File: src/rtl/spi_master_arb_if.sv
// Bus bundle for spi_master_arb: requester handshake, transfer mode and SPI pins.
// The master modport is the arbiter/SPI engine view; slave is the client/pad view.
interface spi_master_arb_if #(
    parameter int DATA_WIDTH = 16,
    parameter int NUM_REQ    = 2
);
    logic                            CPOL;
    logic                            CPHA;
    logic [NUM_REQ-1:0]              req;
    logic [NUM_REQ*DATA_WIDTH-1:0]   datai;
    logic [NUM_REQ-1:0]              gnt;
    logic [NUM_REQ-1:0]              done;
    logic [DATA_WIDTH-1:0]           datao;
    logic                            busy;
    logic                            sclk;
    logic                            csb;
    logic                            dout;
    logic                            din;

    modport master (
        input  CPOL, CPHA, req, datai, din,
        output gnt, done, datao, busy, sclk, csb, dout
    );

    modport slave (
        output CPOL, CPHA, req, datai, din,
        input  gnt, done, datao, busy, sclk, csb, dout
    );
endinterface

File: src/rtl/spi_master_arb.sv
// Round-robin arbitrated SPI master: grants one requester at a time and runs a
// single MSB-first full-duplex transfer in the CPOL/CPHA mode latched at grant.
module spi_master_arb #(
    parameter int DATA_WIDTH = 16,
    parameter int NUM_REQ    = 2,
    parameter int CLK_DIV    = 4,
    parameter int CS_GAP     = 2
) (
    input  logic              clk,
    input  logic              resetb,
    spi_master_arb_if.master  bus
);
    localparam int PTR_W   = (NUM_REQ > 1) ? $clog2(NUM_REQ) : 1;
    localparam int CNT_MAX = (CLK_DIV > CS_GAP) ? CLK_DIV : CS_GAP;
    localparam int CNT_W   = $clog2(CNT_MAX + 1);
    localparam int EDGE_W  = $clog2(2 * DATA_WIDTH + 1);

    localparam logic [CNT_W-1:0]   DIV_LAST  = CNT_W'(CLK_DIV - 1);
    localparam logic [CNT_W-1:0]   GAP_LAST  = CNT_W'(CS_GAP - 1);
    localparam logic [EDGE_W-1:0]  EDGE_LAST = EDGE_W'(2 * DATA_WIDTH - 1);
    localparam logic [PTR_W-1:0]   PTR_LAST  = PTR_W'(NUM_REQ - 1);
    localparam logic [NUM_REQ-1:0] GNT_ONE   = NUM_REQ'(1);

    typedef enum logic [2:0] {
        ST_IDLE  = 3'd0,
        ST_SETUP = 3'd1,
        ST_SHIFT = 3'd2,
        ST_HOLD  = 3'd3,
        ST_GAP   = 3'd4
    } state_t;

    state_t                state_r,  state_s;
    logic [CNT_W-1:0]      cnt_r,    cnt_s;
    logic [EDGE_W-1:0]     edge_r,   edge_s;
    logic [PTR_W-1:0]      ptr_r,    ptr_s;
    logic [PTR_W-1:0]      owner_r,  owner_s;
    logic                  cpol_r,   cpol_s;
    logic                  cpha_r,   cpha_s;
    logic [DATA_WIDTH-1:0] tx_r,     tx_s;
    logic [DATA_WIDTH-1:0] rx_r,     rx_s;
    logic [NUM_REQ-1:0]    gnt_r,    gnt_s;
    logic [NUM_REQ-1:0]    done_r,   done_s;
    logic [DATA_WIDTH-1:0] datao_r,  datao_s;
    logic                  busy_r,   busy_s;
    logic                  sclk_r,   sclk_s;
    logic                  csb_r,    csb_s;
    logic                  dout_r,   dout_s;

    logic                  found_s;
    logic [PTR_W-1:0]      pick_s;
    logic [DATA_WIDTH-1:0] pick_data_s;

    // Round-robin pick: first requester at or above the pointer, else wrap to the lowest.
    always_comb begin
        found_s     = 1'b0;
        pick_s      = '0;
        pick_data_s = '0;
        for (int j = 0; j < NUM_REQ; j++) begin
            if (!found_s && bus.req[j] && (PTR_W'(j) >= ptr_r)) begin
                found_s     = 1'b1;
                pick_s      = PTR_W'(j);
                pick_data_s = bus.datai[j*DATA_WIDTH +: DATA_WIDTH];
            end else begin
                found_s     = found_s;
            end
        end
        for (int j = 0; j < NUM_REQ; j++) begin
            if (!found_s && bus.req[j]) begin
                found_s     = 1'b1;
                pick_s      = PTR_W'(j);
                pick_data_s = bus.datai[j*DATA_WIDTH +: DATA_WIDTH];
            end else begin
                found_s     = found_s;
            end
        end
    end

    // Next-state and next-output logic for the transfer sequencer.
    always_comb begin
        state_s = state_r;
        cnt_s   = cnt_r;
        edge_s  = edge_r;
        ptr_s   = ptr_r;
        owner_s = owner_r;
        cpol_s  = cpol_r;
        cpha_s  = cpha_r;
        tx_s    = tx_r;
        rx_s    = rx_r;
        gnt_s   = gnt_r;
        done_s  = '0;
        datao_s = datao_r;
        sclk_s  = sclk_r;
        csb_s   = csb_r;
        dout_s  = dout_r;
        case (state_r)
            ST_IDLE: begin
                sclk_s = bus.CPOL;
                if (found_s) begin
                    owner_s = pick_s;
                    gnt_s   = GNT_ONE << pick_s;
                    tx_s    = pick_data_s;
                    rx_s    = '0;
                    cpol_s  = bus.CPOL;
                    cpha_s  = bus.CPHA;
                    csb_s   = 1'b0;
                    dout_s  = pick_data_s[DATA_WIDTH-1];
                    cnt_s   = '0;
                    state_s = ST_SETUP;
                end else begin
                    state_s = ST_IDLE;
                end
            end
            ST_SETUP: begin
                if (cnt_r == DIV_LAST) begin
                    cnt_s   = '0;
                    edge_s  = '0;
                    state_s = ST_SHIFT;
                end else begin
                    cnt_s   = cnt_r + CNT_W'(1);
                end
            end
            ST_SHIFT: begin
                if (cnt_r == DIV_LAST) begin
                    cnt_s  = '0;
                    sclk_s = ~sclk_r;
                    edge_s = edge_r + EDGE_W'(1);
                    // edge_r even means this toggle is a leading (odd-numbered) edge
                    if (!edge_r[0]) begin
                        if (cpha_r) begin
                            dout_s = tx_r[DATA_WIDTH-1];
                            tx_s   = {tx_r[DATA_WIDTH-2:0], 1'b0};
                        end else begin
                            rx_s   = {rx_r[DATA_WIDTH-2:0], bus.din};
                        end
                    end else begin
                        if (cpha_r) begin
                            rx_s   = {rx_r[DATA_WIDTH-2:0], bus.din};
                        end else if (edge_r != EDGE_LAST) begin
                            dout_s = tx_r[DATA_WIDTH-2];
                            tx_s   = {tx_r[DATA_WIDTH-2:0], 1'b0};
                        end else begin
                            dout_s = dout_r;
                        end
                    end
                    if (edge_r == EDGE_LAST) begin
                        state_s = ST_HOLD;
                    end else begin
                        state_s = ST_SHIFT;
                    end
                end else begin
                    cnt_s = cnt_r + CNT_W'(1);
                end
            end
            ST_HOLD: begin
                if (cnt_r == DIV_LAST) begin
                    cnt_s   = '0;
                    csb_s   = 1'b1;
                    datao_s = rx_r;
                    done_s  = gnt_r;
                    gnt_s   = '0;
                    ptr_s   = (owner_r == PTR_LAST) ? PTR_W'(0) : owner_r + PTR_W'(1);
                    state_s = ST_GAP;
                end else begin
                    cnt_s   = cnt_r + CNT_W'(1);
                end
            end
            ST_GAP: begin
                if (cnt_r == GAP_LAST) begin
                    cnt_s   = '0;
                    state_s = ST_IDLE;
                end else begin
                    cnt_s   = cnt_r + CNT_W'(1);
                end
            end
            default: begin
                state_s = ST_IDLE;
            end
        endcase
        busy_s = (state_s != ST_IDLE);
    end

    // State and output registers; reset aborts any transfer without a done pulse.
    always_ff @(posedge clk or negedge resetb) begin
        if (!resetb) begin
            state_r <= ST_IDLE;
            cnt_r   <= '0;
            edge_r  <= '0;
            ptr_r   <= '0;
            owner_r <= '0;
            cpol_r  <= 1'b0;
            cpha_r  <= 1'b0;
            tx_r    <= '0;
            rx_r    <= '0;
            gnt_r   <= '0;
            done_r  <= '0;
            datao_r <= '0;
            busy_r  <= 1'b0;
            sclk_r  <= 1'b0;
            csb_r   <= 1'b1;
            dout_r  <= 1'b0;
        end else begin
            state_r <= state_s;
            cnt_r   <= cnt_s;
            edge_r  <= edge_s;
            ptr_r   <= ptr_s;
            owner_r <= owner_s;
            cpol_r  <= cpol_s;
            cpha_r  <= cpha_s;
            tx_r    <= tx_s;
            rx_r    <= rx_s;
            gnt_r   <= gnt_s;
            done_r  <= done_s;
            datao_r <= datao_s;
            busy_r  <= busy_s;
            sclk_r  <= sclk_s;
            csb_r   <= csb_s;
            dout_r  <= dout_s;
        end
    end

    assign bus.gnt   = gnt_r;
    assign bus.done  = done_r;
    assign bus.datao = datao_r;
    assign bus.busy  = busy_r;
    assign bus.sclk  = sclk_r;
    assign bus.csb   = csb_r;
    assign bus.dout  = dout_r;
endmodule

File: src/flat_wrapper.sv
// flat-port wrapper written by rule: the top's interface ports become plain ports
module spi_master_arb_flat 
#(
    parameter int DATA_WIDTH = 16,
    parameter int NUM_REQ    = 2,
    parameter int CLK_DIV    = 4,
    parameter int CS_GAP     = 2
)
  (clk, resetb, bus_CPOL, bus_CPHA, bus_req, bus_datai, bus_din, bus_gnt, bus_done, bus_datao, bus_busy, bus_sclk, bus_csb, bus_dout);
  spi_master_arb_if #(.DATA_WIDTH(DATA_WIDTH), .NUM_REQ(NUM_REQ)) bus_i ();
  input  logic clk;
  input  logic resetb;
  input wire logic [$bits(bus_i.CPOL)-1:0] bus_CPOL;
  input wire logic [$bits(bus_i.CPHA)-1:0] bus_CPHA;
  input wire logic [$bits(bus_i.req)-1:0] bus_req;
  input wire logic [$bits(bus_i.datai)-1:0] bus_datai;
  input wire logic [$bits(bus_i.din)-1:0] bus_din;
  output wire logic [$bits(bus_i.gnt)-1:0] bus_gnt;
  output wire logic [$bits(bus_i.done)-1:0] bus_done;
  output wire logic [$bits(bus_i.datao)-1:0] bus_datao;
  output wire logic [$bits(bus_i.busy)-1:0] bus_busy;
  output wire logic [$bits(bus_i.sclk)-1:0] bus_sclk;
  output wire logic [$bits(bus_i.csb)-1:0] bus_csb;
  output wire logic [$bits(bus_i.dout)-1:0] bus_dout;
  assign bus_i.CPOL = bus_CPOL;
  assign bus_i.CPHA = bus_CPHA;
  assign bus_i.req = bus_req;
  assign bus_i.datai = bus_datai;
  assign bus_i.din = bus_din;
  assign bus_gnt = bus_i.gnt;
  assign bus_done = bus_i.done;
  assign bus_datao = bus_i.datao;
  assign bus_busy = bus_i.busy;
  assign bus_sclk = bus_i.sclk;
  assign bus_csb = bus_i.csb;
  assign bus_dout = bus_i.dout;
  spi_master_arb #(.DATA_WIDTH(DATA_WIDTH), .NUM_REQ(NUM_REQ), .CLK_DIV(CLK_DIV), .CS_GAP(CS_GAP)) u_core (.clk(clk), .resetb(resetb), .bus(bus_i));
endmodule
File: config.mk
export PLATFORM = sky130hd
export DESIGN_NAME = spi_master_arb_flat
export DESIGN_NICKNAME = d
export VERILOG_FILES = /design/src/rtl/spi_master_arb_if.sv /design/src/rtl/spi_master_arb.sv /design/src/flat_wrapper.sv
export SDC_FILE = /design/constraint.sdc
export NUM_CORES = 1
export LEC_CHECK = 0
export BUFFER_PORTS_ARGS = -buffer_cell sky130_fd_sc_hd__buf_2
export CAP_MARGIN = 20
export CORE_MARGIN = 4
export CORE_UTILIZATION = 38
export DETAILED_ROUTE_END_ITERATION = 6
export GPL_TIMING_DRIVEN = 0
export HOLD_SLACK_MARGIN = 0.15
export PLACE_DENSITY = 0.58
export RECOVER_POWER = 100
export SLEW_MARGIN = 5
export SYNTH_ARGS = -nofsm -noshare
export SYNTH_HDL_FRONTEND = slang
export SYNTH_SLANG_ARGS = --single-unit
File: constraint.sdc
create_clock -name clk -period 3.45 [get_ports clk]
set_input_delay 0.1725 -clock clk [delete_from_list [all_inputs] [get_ports clk]]
set_output_delay 0.1725 -clock clk [all_outputs]
set_load 0.01 [all_outputs]
==> impl_metrics.env, run 1 <==
export IMPL_drtAntennaViolNets=0
export IMPL_drcViolationCount=0
export IMPL_grt_max_degree=41
export IMPL_viasPerCell=5.20
export IMPL_seq_area_frac_synth=0.526
export IMPL_drv_slew=32
export IMPL_std_cell_rows=34
export IMPL_num_vias=2647
export IMPL_area_growth_pct=18.2
export IMPL_grt_usage=0.153
export IMPL_cp_buffers_inverters=3
export IMPL_worstPathRequired_ns=3.68
export IMPL_postSynthCellCount=320
export IMPL_grt_pass1_wl_microns=12500
export IMPL_drt_first_pass_iters=4
export IMPL_cts_tree="built"
export IMPL_drt_iter0_markers=97
export IMPL_cts_sinks=71
export IMPL_clk_latency_ns=0.35
export IMPL_synth_flop_cell="dfrtp_1"
export IMPL_wl_microns=7590
export IMPL_fill_cells=875
export IMPL_relSlewSlack=-0.191
export IMPL_totalPowerFinal_mw=2.71
export IMPL_timing_final_crit_share=0.772
export IMPL_crit_slowest_cell="nor3b_1"
export IMPL_wl_per_cell_microns=14.9
export IMPL_drive_gt1_frac=0.214
export IMPL_grt_setup_unrepaired="no"
export IMPL_crit_type="reg2reg"
export IMPL_antenna_found_initial=0
export IMPL_final_hold_viol_count=0
export IMPL_yosys_warnings=0
export IMPL_cts_made_buffers=9
export IMPL_ioPinCount=63
export IMPL_htree_levels=3
export IMPL_final_common_cell="dfrtp_1"
export IMPL_finalSetupViolCount=0
export IMPL_avgSynthCellArea_sq_um=10.6
export IMPL_critical_path_max_stage_delay_ns=1.00
export IMPL_path_cells="clkbuf_1, nor3b_1, o21ai_2, or2_1, buf_2, buf_6, a32o_1"
export IMPL_cts_root_buf="clkbuf_8"
export IMPL_finalSetupTns_ns=0
export IMPL_post_cts_resized=0
export IMPL_min_path_type="in2reg"
export IMPL_fin_crit_ns=2.66
export IMPL_status="complete, but fails checks"
export IMPL_path_max_fanout=10
export IMPL_ys_types=45
export IMPL_leakage_nw=1.82
export IMPL_hpwl_microns=5450
export IMPL_violations="capacitance limit, slew limit"
export IMPL_critPathArrivalTime_ns=2.89
export IMPL_final_cell_mix="dfrtp_1 (70), buf_2 (44), nand2_1 (43)"
export IMPL_hold_buffers=3
export IMPL_endpoint_kind="flop"
export IMPL_max_freq_mhz=376
export IMPL_fin_skew_ns=0.0143
export IMPL_core_area_sq_mm=0.00868
export IMPL_nets=442
export IMPL_syn_num_nets=365
export IMPL_die_x_microns=102
export IMPL_cellPowerDensity_mw_per_mm2=678
export IMPL_grt_pass1_vias=2577
export IMPL_n_antenna_cell=0
export IMPL_cap_violations=1
export IMPL_clk_pin_slew_ns=0.08
export IMPL_start_util=0.389
export IMPL_syn_area_sq_mm=0.00338
export IMPL_ys_ff_latch=71
export IMPL_async_reset_ff_frac=1.00
export IMPL_synth_edff_count=0
export IMPL_die_h_microns=102
export IMPL_gp_congestion=0.761
export IMPL_worstMarginPinSlew_ns=1.79
export IMPL_crit_family="simple AND/OR/NAND/NOR gates"
export IMPL_cp_start_kind="flop"
export IMPL_vdd_drop_max_mv=0.292
export IMPL_clockBufferDepth=2
export IMPL_grt_ovfl_total=0
export IMPL_die_area_sq_mm=0.0105
export IMPL_port_buffers=62
export IMPL_cts_setup_buffers=0
synth_stat cells (all sizes together), types with 2 or more instances:
cell    count  area (sq um)
clkbuf      8          31.3
a21boi      3          22.5
mux2i       2          20.0
nand2b      3          18.8
o21bai      2          18.8
nor2       42           160
and2        2          12.5
nor3b       2          26.3
nand3       7          35.0
inv         7          26.3
dfrtp      70          1750
mux2       18           203
nand2      43           161
or2         2          12.5
a22o        3          26.3
o31a        2          17.5
buf        13          76.3
a32o       19           190
o21ai      26           134
ha          6          75.1
xnor2       6          52.6
nor3        3          15.0
a21oi       4          20.0
a221o      16           160
state kept, by name, summed over array words and instances (netlist names):
register / flops
u_core.bus.datao: 16
u_core.rx_r: 16
u_core.tx_r: 16
u_core.edge_r: 6
u_core.cnt_r: 3
u_core.state_r: 3
u_core.bus.done: 2
u_core.bus.gnt: 2
u_core.bus.busy: 1
u_core.bus.csb: 1
u_core.bus.dout: 1
u_core.bus.sclk: 1
u_core.cpha_r: 1
u_core.owner_r: 1
u_core.ptr_r: 1
worst min-delay path, delay by kind of cell:
kind	cells	cell delay [ns]
AOI/OAI and AO/OA	2	0.25
buffers and inverters	1	0.08
per-stage QoR:
stage	worst slack [ns]	cell area, sq um	hold WS, ns	std cells	util
6_report	0.788	3990	0.188	509	0.460
5_1_grt	0.495	3990	0.182	509	0.460
4_1_cts	1.10	4040	0.182	509	0.465
3_5_place_dp	1.12	3840	0.142	491	0.443
3_3_place_gp	1.13	3820	0.408	490	0.440
2_1_floorplan	1.47	3380	-0.123	320	-
layer usage:
metal  track usage  wire, microns  up-vias
li1              -              -     1302
met1         0.207           3560     1294
met2         0.244           3610       41
met3        0.0382            333       10
met4        0.0424             84        0
met5             0              0        -
cell families (layout without fill, tap and decap cells):
kind of cell / count (synthesis) / after routing / share of synthesized area
adder cells (fa/ha/maj): 6 / 6 / 0.0222
buffers and inverters: 28 / 109 / 0.0396
AO/OA/AOI/OAI: 77 / 77 / 0.182
AND/OR/NAND/NOR: 111 / 111 / 0.146
flip-flops: 71 / 71 / 0.526
XOR/XNOR: 7 / 7 / 0.0182
multiplexers: 20 / 20 / 0.0659
path summary, 6_finish.rpt:
path                              startpoint                  end  slack, ns  cells past startpoint
max                        u_core.state_r[0]      u_core.tx_r[13]       0.79                      7
max in group asynchronous             resetb        u_core.cpha_r       1.56                      2
min in group asynchronous             resetb  u_core.bus.datao[6]       0.84                      2
max reg2reg                u_core.state_r[0]      u_core.tx_r[13]       0.79                      7
min                            bus_datai[16]       u_core.tx_r[0]       0.19                      3
min reg2reg                   u_core.owner_r         u_core.ptr_r       0.47                      1
where the power goes:
group | switching, mW | internal, mW
Clock | 0.317 | 0.257
Sequential | 0.112 | 1.01
Combinational | 0.589 | 0.424
layout make-up:
| cell class | count | area (sq um) | share of cell area |
|---|---|---|---|
| tap | 108 | 135 | 0.0339 |
| timing repair buffer | 66 | 329 | 0.0825 |
| multi-input combinational | 221 | 1450 | 0.364 |
| buffer | 21 | 104 | 0.0260 |
| inverter | 7 | 26.3 | 0.00659 |
| clock inverter | 5 | 36.3 | 0.00909 |
| clock buffer | 10 | 128 | 0.0320 |
| sequential | 71 | 1780 | 0.446 |
No activity file was read; power rests on OpenSTA's default activity.
==> run 2, diff against run 1 <==
--- a/config.mk
+++ b/config.mk
@@ -12,7 +12,7 @@
 export DETAILED_ROUTE_END_ITERATION = 6
 export GPL_TIMING_DRIVEN = 0
 export HOLD_SLACK_MARGIN = 0.15
-export PLACE_DENSITY = 0.58
+export PLACE_DENSITY = 0.6
 export RECOVER_POWER = 100
 export SLEW_MARGIN = 5
 export SYNTH_ARGS = -nofsm -noshare
==> constraint.sdc (replaced) <==
create_clock -name clk -period 2.4 [get_ports clk]
set_input_delay 0.12 -clock clk [delete_from_list [all_inputs] [get_ports clk]]
set_output_delay 0.12 -clock clk [all_outputs]
set_load 0.01 [all_outputs]
==> impl_metrics.env, run 2 (synthesized netlist as in run 1, its figures left out) <==
export IMPL_status="completed"
export IMPL_drive_gt1_frac=0.219
export IMPL_clk_latency_ns=0.35
export IMPL_crit_type="reg2reg"
export IMPL_cts_sinks=71
export IMPL_cts_made_buffers=9
export IMPL_drtAntennaViolNets=0
export IMPL_clkPwrFrac=0.260
export IMPL_num_vias=2702
export IMPL_grt_ovfl_total=0
export IMPL_drv_slew=0
export IMPL_grt_pass1_wl_microns=12800
export IMPL_clockBufferDepth=2
export IMPL_cellPowerDensity_mw_per_mm2=1010
export IMPL_std_cell_rows=34
export IMPL_fin_skew_ns=0.0130
export IMPL_crit_slowest_cell="nor3b_2"
export IMPL_vdd_drop_max_mv=0.389
export IMPL_path_cells="buf_2, nor3b_2, o21ai_2, or2_1, buf_2, buf_6, a32o_1"
export IMPL_seqPwrFrac=0.387
export IMPL_cap_violations=0
export IMPL_grt_pass1_vias=2644
export IMPL_whs_ns=0.164
export IMPL_start_util=0.389
export IMPL_totalPowerFinal_mw=4.16
export IMPL_instances_no_fill=515
export IMPL_grt_setup_unrepaired="no"
export IMPL_multiInputGateArea_sq_mm=0.00147
export IMPL_n_antenna_cell=0
export IMPL_final_hold_viol_count=0
export IMPL_path_max_fanout=10
export IMPL_dr_wl_met2_microns=3480
export IMPL_grt_max_degree=55
export IMPL_cts_setup_buffers=0
export IMPL_wl_per_cell_microns=15.2
export IMPL_p_int_mw=2.68
export IMPL_viasPerCell=5.25
export IMPL_clk_pin_slew_ns=0.08
export IMPL_timing_final_crit_share=0.920
export IMPL_cp_start_kind="flop"
export IMPL_fill_cells=854
export IMPL_swShare=0.355
export IMPL_die_area_sq_mm=0.0105
export IMPL_met1Wirelength_microns=3740
export IMPL_place_inst=491
export IMPL_nets=447
export IMPL_crit_family="simple AND/OR/NAND/NOR gates"
export IMPL_critPathArrivalTime_ns=2.44
export IMPL_hpwl_microns=5480
export IMPL_max_freq_mhz=453
export IMPL_drt_iter0_markers=94
export IMPL_crit_path_frequent_cell="buf_2"
export IMPL_p_comb_frac=0.353
export IMPL_worstMarginPinSlew_ns=0.995
export IMPL_final_cell_mix="dfrtp_1 (70), nand2_1 (43), buf_2 (42)"
export IMPL_antenna_found_initial=0
export IMPL_wl_met3_microns=438
export IMPL_endpoint_kind="flop"
export IMPL_cts_tree="built"
export IMPL_htree_levels=3
export IMPL_finalSetupTns_ns=0
export IMPL_highest_layer="met4"
export IMPL_min_path_type="in2reg"
export IMPL_cts_root_buf="clkbuf_8"
export IMPL_wl_microns=7830
export IMPL_cp_buffers_inverters=3
export IMPL_worstPathRequired_ns=2.63
export IMPL_finalSetupViolCount=0
export IMPL_die_h_microns=102
export IMPL_power_switching_mw=1.48
export IMPL_drcViolationCount=0
export IMPL_critical_path_max_stage_delay_ns=0.61
export IMPL_drt_first_pass_iters=7
export IMPL_final_common_cell="dfrtp_1"
export IMPL_ioPinCount=63
export IMPL_die_x_microns=102
export IMPL_relSlewSlack=0.337
export IMPL_gp_congestion=0.797
export IMPL_seq_area_sq_mm=0.00178
export IMPL_area_growth_pct=21.5
export IMPL_grt_usage=0.159
export IMPL_leakage_nw=1.88
export IMPL_core_area_sq_mm=0.00868
export IMPL_port_buffers=62
export IMPL_fin_crit_ns=2.21
[run 2: worst paths after layout]
kind / startpoint / end / slack, ns / depth (start not counted)
setup / recovery: u_core.state_r[0] / u_core.tx_r[15] / 0.19 / 7
hold / removal: bus_datai[5] / u_core.tx_r[5] / 0.16 / 3
setup reg to reg: u_core.state_r[0] / u_core.tx_r[15] / 0.19 / 7
hold reg to reg: u_core.owner_r / u_core.ptr_r / 0.47 / 1
max in group asynchronous: resetb / u_core.state_r[1] / 0.57 / 3
min in group asynchronous: resetb / u_core.bus.datao[11] / 0.44 / 2
[run 2: through the flow]
step,setup WS (ns),utilization,area [sq um]
after floorplan,0.415,-,3380
after global placement,0.0629,0.440,3820
after detailed placement,-0.00722,0.444,3850
after CTS,0.0897,0.480,4170
after global routing,0.0165,0.473,4100
final,0.193,0.473,4100
[run 2: what timing repair did]
| action | CTS | global route |
|---|---|---|
| hold endpoints to repair | 76 | 0 |
| hold buffers | 8 | 0 |
| setup endpoints to repair | 10 | 10 |
| resized for setup | 1 | 1 |
| pin swaps | 0 | 0 |
[run 2: cell type report]
type	count	area share
flip-flops and latches	71	0.433
multi-input cells	221	0.357
repair buffers	71	0.0894
clock buffers	10	0.0335
well taps	108	0.0329
plain buffers	21	0.0250
clock inverters	6	0.0223
inverters	7	0.00640
[run 2: power by group through the flow]
stage / clock [mW] / sequential (mW) / combinational, mW
floorplan: 0 / 1.62 / 1.08
global placement: 0 / 1.62 / 1.46
detailed placement: 0 / 1.63 / 1.50
CTS: 1.11 / 1.61 / 1.52
global route: 1.17 / 1.64 / 1.66
finish: 1.08 / 1.61 / 1.47
[run 2: per-layer routing]
layer / up-vias / global-route usage
li1: 1309 / -
met1: 1302 / 0.221
met2: 78 / 0.233
met3: 13 / 0.0369
met4: 0 / 0.0787
met5: - / 0
[run 2: worst min-delay path, stage by stage]
cell and delay (ns):
buf_2 0.07, a221o_1 0.13, a32o_1 0.15
==> run 3, diff against run 2 <==
--- a/config.mk
+++ b/config.mk
@@ -5,6 +5,7 @@
 export SDC_FILE = /design/constraint.sdc
 export NUM_CORES = 1
 export LEC_CHECK = 0
+export ABC_AREA = 1
 export BUFFER_PORTS_ARGS = -buffer_cell sky130_fd_sc_hd__buf_2
 export CAP_MARGIN = 20
 export CORE_MARGIN = 4
@@ -12,7 +13,7 @@
 export DETAILED_ROUTE_END_ITERATION = 6
 export GPL_TIMING_DRIVEN = 0
 export HOLD_SLACK_MARGIN = 0.15
-export PLACE_DENSITY = 0.6
+export PLACE_DENSITY = 0.58
 export RECOVER_POWER = 100
 export SLEW_MARGIN = 5
 export SYNTH_ARGS = -nofsm -noshare
==> constraint.sdc (replaced) <==
create_clock -name clk -period 2.75 [get_ports clk]
set_input_delay 0.1375 -clock clk [delete_from_list [all_inputs] [get_ports clk]]
set_output_delay 0.1375 -clock clk [all_outputs]
set_load 0.01 [all_outputs]
==> impl_metrics.env, run 3 <==
export IMPL_drv_slew=0
export IMPL_endpoint_kind="flop"
export IMPL_drt_iter0_markers=153
export IMPL_crit_type="reg2reg"
export IMPL_cts_made_buffers=9
export IMPL_avgSynthCellArea_sq_um=7.65
export IMPL_grt_ovfl_total=0
export IMPL_drtAntennaViolNets=0
export IMPL_reg2reg_slack_ns=0.58
export IMPL_place_area_sq_mm=0.00424
export IMPL_grt_max_degree=55
export IMPL_p_int_mw=1.73
export IMPL_path_cells="ha_1, ha_1, clkbuf_1, o21ai_0, inv_2, nand2_4, nor2_8, nand2_4, buf_12, nand2_1, nand2_1"
export IMPL_clockBufferDepth=2
export IMPL_die_x_microns=107
export IMPL_seqPwrFrac=0.481
export IMPL_crit_slowest_cell="dfrtp_1"
export IMPL_final_cell_mix="nand2_1 (190), nand3_1 (77), dfrtp_1 (70)"
export IMPL_leakage_nw=2.38
export IMPL_core_area_sq_mm=0.00942
export IMPL_yosys_warnings=0
export IMPL_grt_pass1_vias=3184
export IMPL_hpwl_microns=6360
export IMPL_ys_types=34
export IMPL_std_cell_rows=35
export IMPL_grt_pass1_wl_microns=14700
export IMPL_status="completed"
export IMPL_fin_crit_ns=2.17
export IMPL_critical_path_max_stage_delay_ns=0.39
export IMPL_die_h_microns=107
export IMPL_power_switching_uw=506
export IMPL_path_max_fanout=10
export IMPL_fin_skew_ns=0.0145
export IMPL_port_buffers=60
export IMPL_synth_flop_cell="dfrtp_1"
export IMPL_finalSetupTns_ns=0
export IMPL_rr_worst_depth=11
export IMPL_swShare=0.227
export IMPL_fill_cells=1000
export IMPL_timing_final_crit_share=0.790
export IMPL_cellPowerDensity_mw_per_mm2=503
export IMPL_worstMarginPinSlew_ns=1.11
export IMPL_ys_ff_latch=71
export IMPL_r2r_start="u_core.cnt_r[0]"
export IMPL_cts_setup_buffers=0
export IMPL_cap_violations=0
export IMPL_critPathLaunch="u_core.cnt_r[0]"
export IMPL_synth_edff_count=0
export IMPL_critPathArrivalTime_ns=2.41
export IMPL_min_path_type="in2reg"
export IMPL_worst_slack_ns=0.576
export IMPL_final_hold_viol_count=0
export IMPL_multiInputGateArea_sq_mm=0.00162
export IMPL_drive_gt1_frac=0.149
export IMPL_max_freq_mhz=460
export IMPL_crit_end="u_core.tx_r[13]"
export IMPL_yosysTopAreaCell="dfrtp_1"
export IMPL_cp_start_kind="flop"
export IMPL_synth_common_cells="nand2_1 (180), nand3_1 (77), dfrtp_1 (70), inv_1 (36)"
export IMPL_final_common_cell="nand2_1"
export IMPL_vdd_drop_max_mv=0.196
export IMPL_relSlewSlack=0.261
export IMPL_drcViolationCount=0
export IMPL_gp_congestion=0.762
export IMPL_seq_area_sq_mm=0.00178
export IMPL_clk_latency_ns=0.35
export IMPL_syn_area_sq_mm=0.00375
export IMPL_crit_family="buffers and inverters"
export IMPL_grt_usage=0.159
export IMPL_cp_buffers_inverters=3
export IMPL_viasPerCell=4.68
export IMPL_yosysTopAreaCellShare=0.467
export IMPL_cts_root_buf="clkbuf_8"
export IMPL_area_growth_pct=18.5
export IMPL_wl_microns=8720
export IMPL_drt_first_pass_iters=5
export IMPL_syn_num_nets=535
export IMPL_fin_area_sq_mm=0.00444
export IMPL_synth_most_common_cell="nand2_1"
export IMPL_start_util=0.398
export IMPL_clkPwrFrac=0.456
export IMPL_worstPathRequired_ns=2.99
export IMPL_ioPinCount=63
export IMPL_htree_levels=3
export IMPL_finalSetupViolCount=0
export IMPL_clk_pin_slew_ns=0.08
export IMPL_die_area_sq_mm=0.0115
export IMPL_pre_cts_ws_ns=0.826
export IMPL_antenna_found_initial=0
export IMPL_grt_setup_unrepaired="no"
export IMPL_num_vias=3278
export IMPL_seq_area_frac_synth=0.474
export IMPL_wl_per_cell_microns=12.5
export IMPL_nets=611
export IMPL_postSynthCellCount=490
export IMPL_p_comb_frac=0.062
export IMPL_async_reset_ff_frac=1.00
export IMPL_cts_tree="built"
export IMPL_cts_sinks=71
export IMPL_cp_depth=11
export IMPL_synthTopCellsByArea="dfrtp_1 (47%), nand2_1 (18%), nand3_1 (10%)"
export IMPL_reg2reg_to="u_core.tx_r[13]"
export IMPL_n_antenna_cell=0
## run 3: cell count changes after synthesis, sizes merged, moves of 4 or more
cell,delta
a221o,-16
xnor2,-5
buf,+4
mux2,-18
o21ai,+6
nand2,+154
inv,+34
a32o,-19
nor2,-11
nand3,+71
## run 3: what timing repair did
item | CTS | global route
hold endpoints to repair | 73 | 0
hold buffers | 4 | 0
resized for setup | 0 | 0
## run 3: per-layer routing
| metal | part of all wire | GRT usage |
|---|---|---|
| met1 | 0.48 | 0.213 |
| met2 | 0.45 | 0.257 |
| met3 | 0.060 | 0.0360 |
| met5 | 0 | 0 |
| met4 | 0.0034 | 0.0466 |
## run 3: area by class of cell
cell class                 instances  area share
buffer                            22      0.0330
clock buffer                       9      0.0279
tap                              129      0.0364
clock inverter                     7      0.0271
inverter                          41      0.0352
multi-input combinational        356       0.364
timing repair buffer              65      0.0758
sequential                        71       0.401
## run 3: per-stage QoR
stage | power (mW) | util | hold slack, ns | std cells
after floorplan | 1.16 | - | -0.158 | 490
after global placement | 1.23 | 0.447 | 0.381 | 679
after detailed placement | 1.23 | 0.450 | 0.0344 | 680
after CTS | 2.26 | 0.480 | 0.187 | 700
after global routing | 2.33 | 0.471 | 0.228 | 700
final | 2.23 | 0.471 | 0.195 | 700
## run 3: tightest hold or removal path, delay by kind of cell
kind	cells	cell delay [ns]
buffers and inverters	1	0.09
and+or+nand+nor	3	0.21
AOI/OAI and AO/OA	1	0.06
## run 3: cell families after synthesis
logic type               share of synthesized area
AND/OR/NAND/NOR                              0.365
adder cells (fa/ha/maj)                     0.0200
buffers and inverters                       0.0815
XOR/XNOR                                   0.00234
AO/OA/AOI/OAI                               0.0571
flip-flops                                   0.474
## run 3: power groups by stage
stage	Combinational, mW	Sequential (mW)	Clock [mW]
final	0.139	1.07	1.02
after detailed placement	0.139	1.09	0
after global routing	0.164	1.08	1.09
after global placement	0.133	1.09	0
after CTS	0.144	1.07	1.04
after floorplan	0.0681	1.09	0
## run 3: how the worst min path moves through the flow
stage	startpoint	slack (ns)	end	cells past startpoint
4_1_cts	bus_datai[16]	0.19	u_core.tx_r[0]	5
3_3_place_gp	bus_CPHA	0.38	u_core.cpha_r	3
5_1_grt	bus_datai[16]	0.23	u_core.tx_r[0]	5
2_1_floorplan	resetb	-0.16	u_core.bus.busy	0
6_report	bus_datai[16]	0.20	u_core.tx_r[0]	5
3_5_place_dp	resetb	0.03	u_core.bus.datao[10]	1
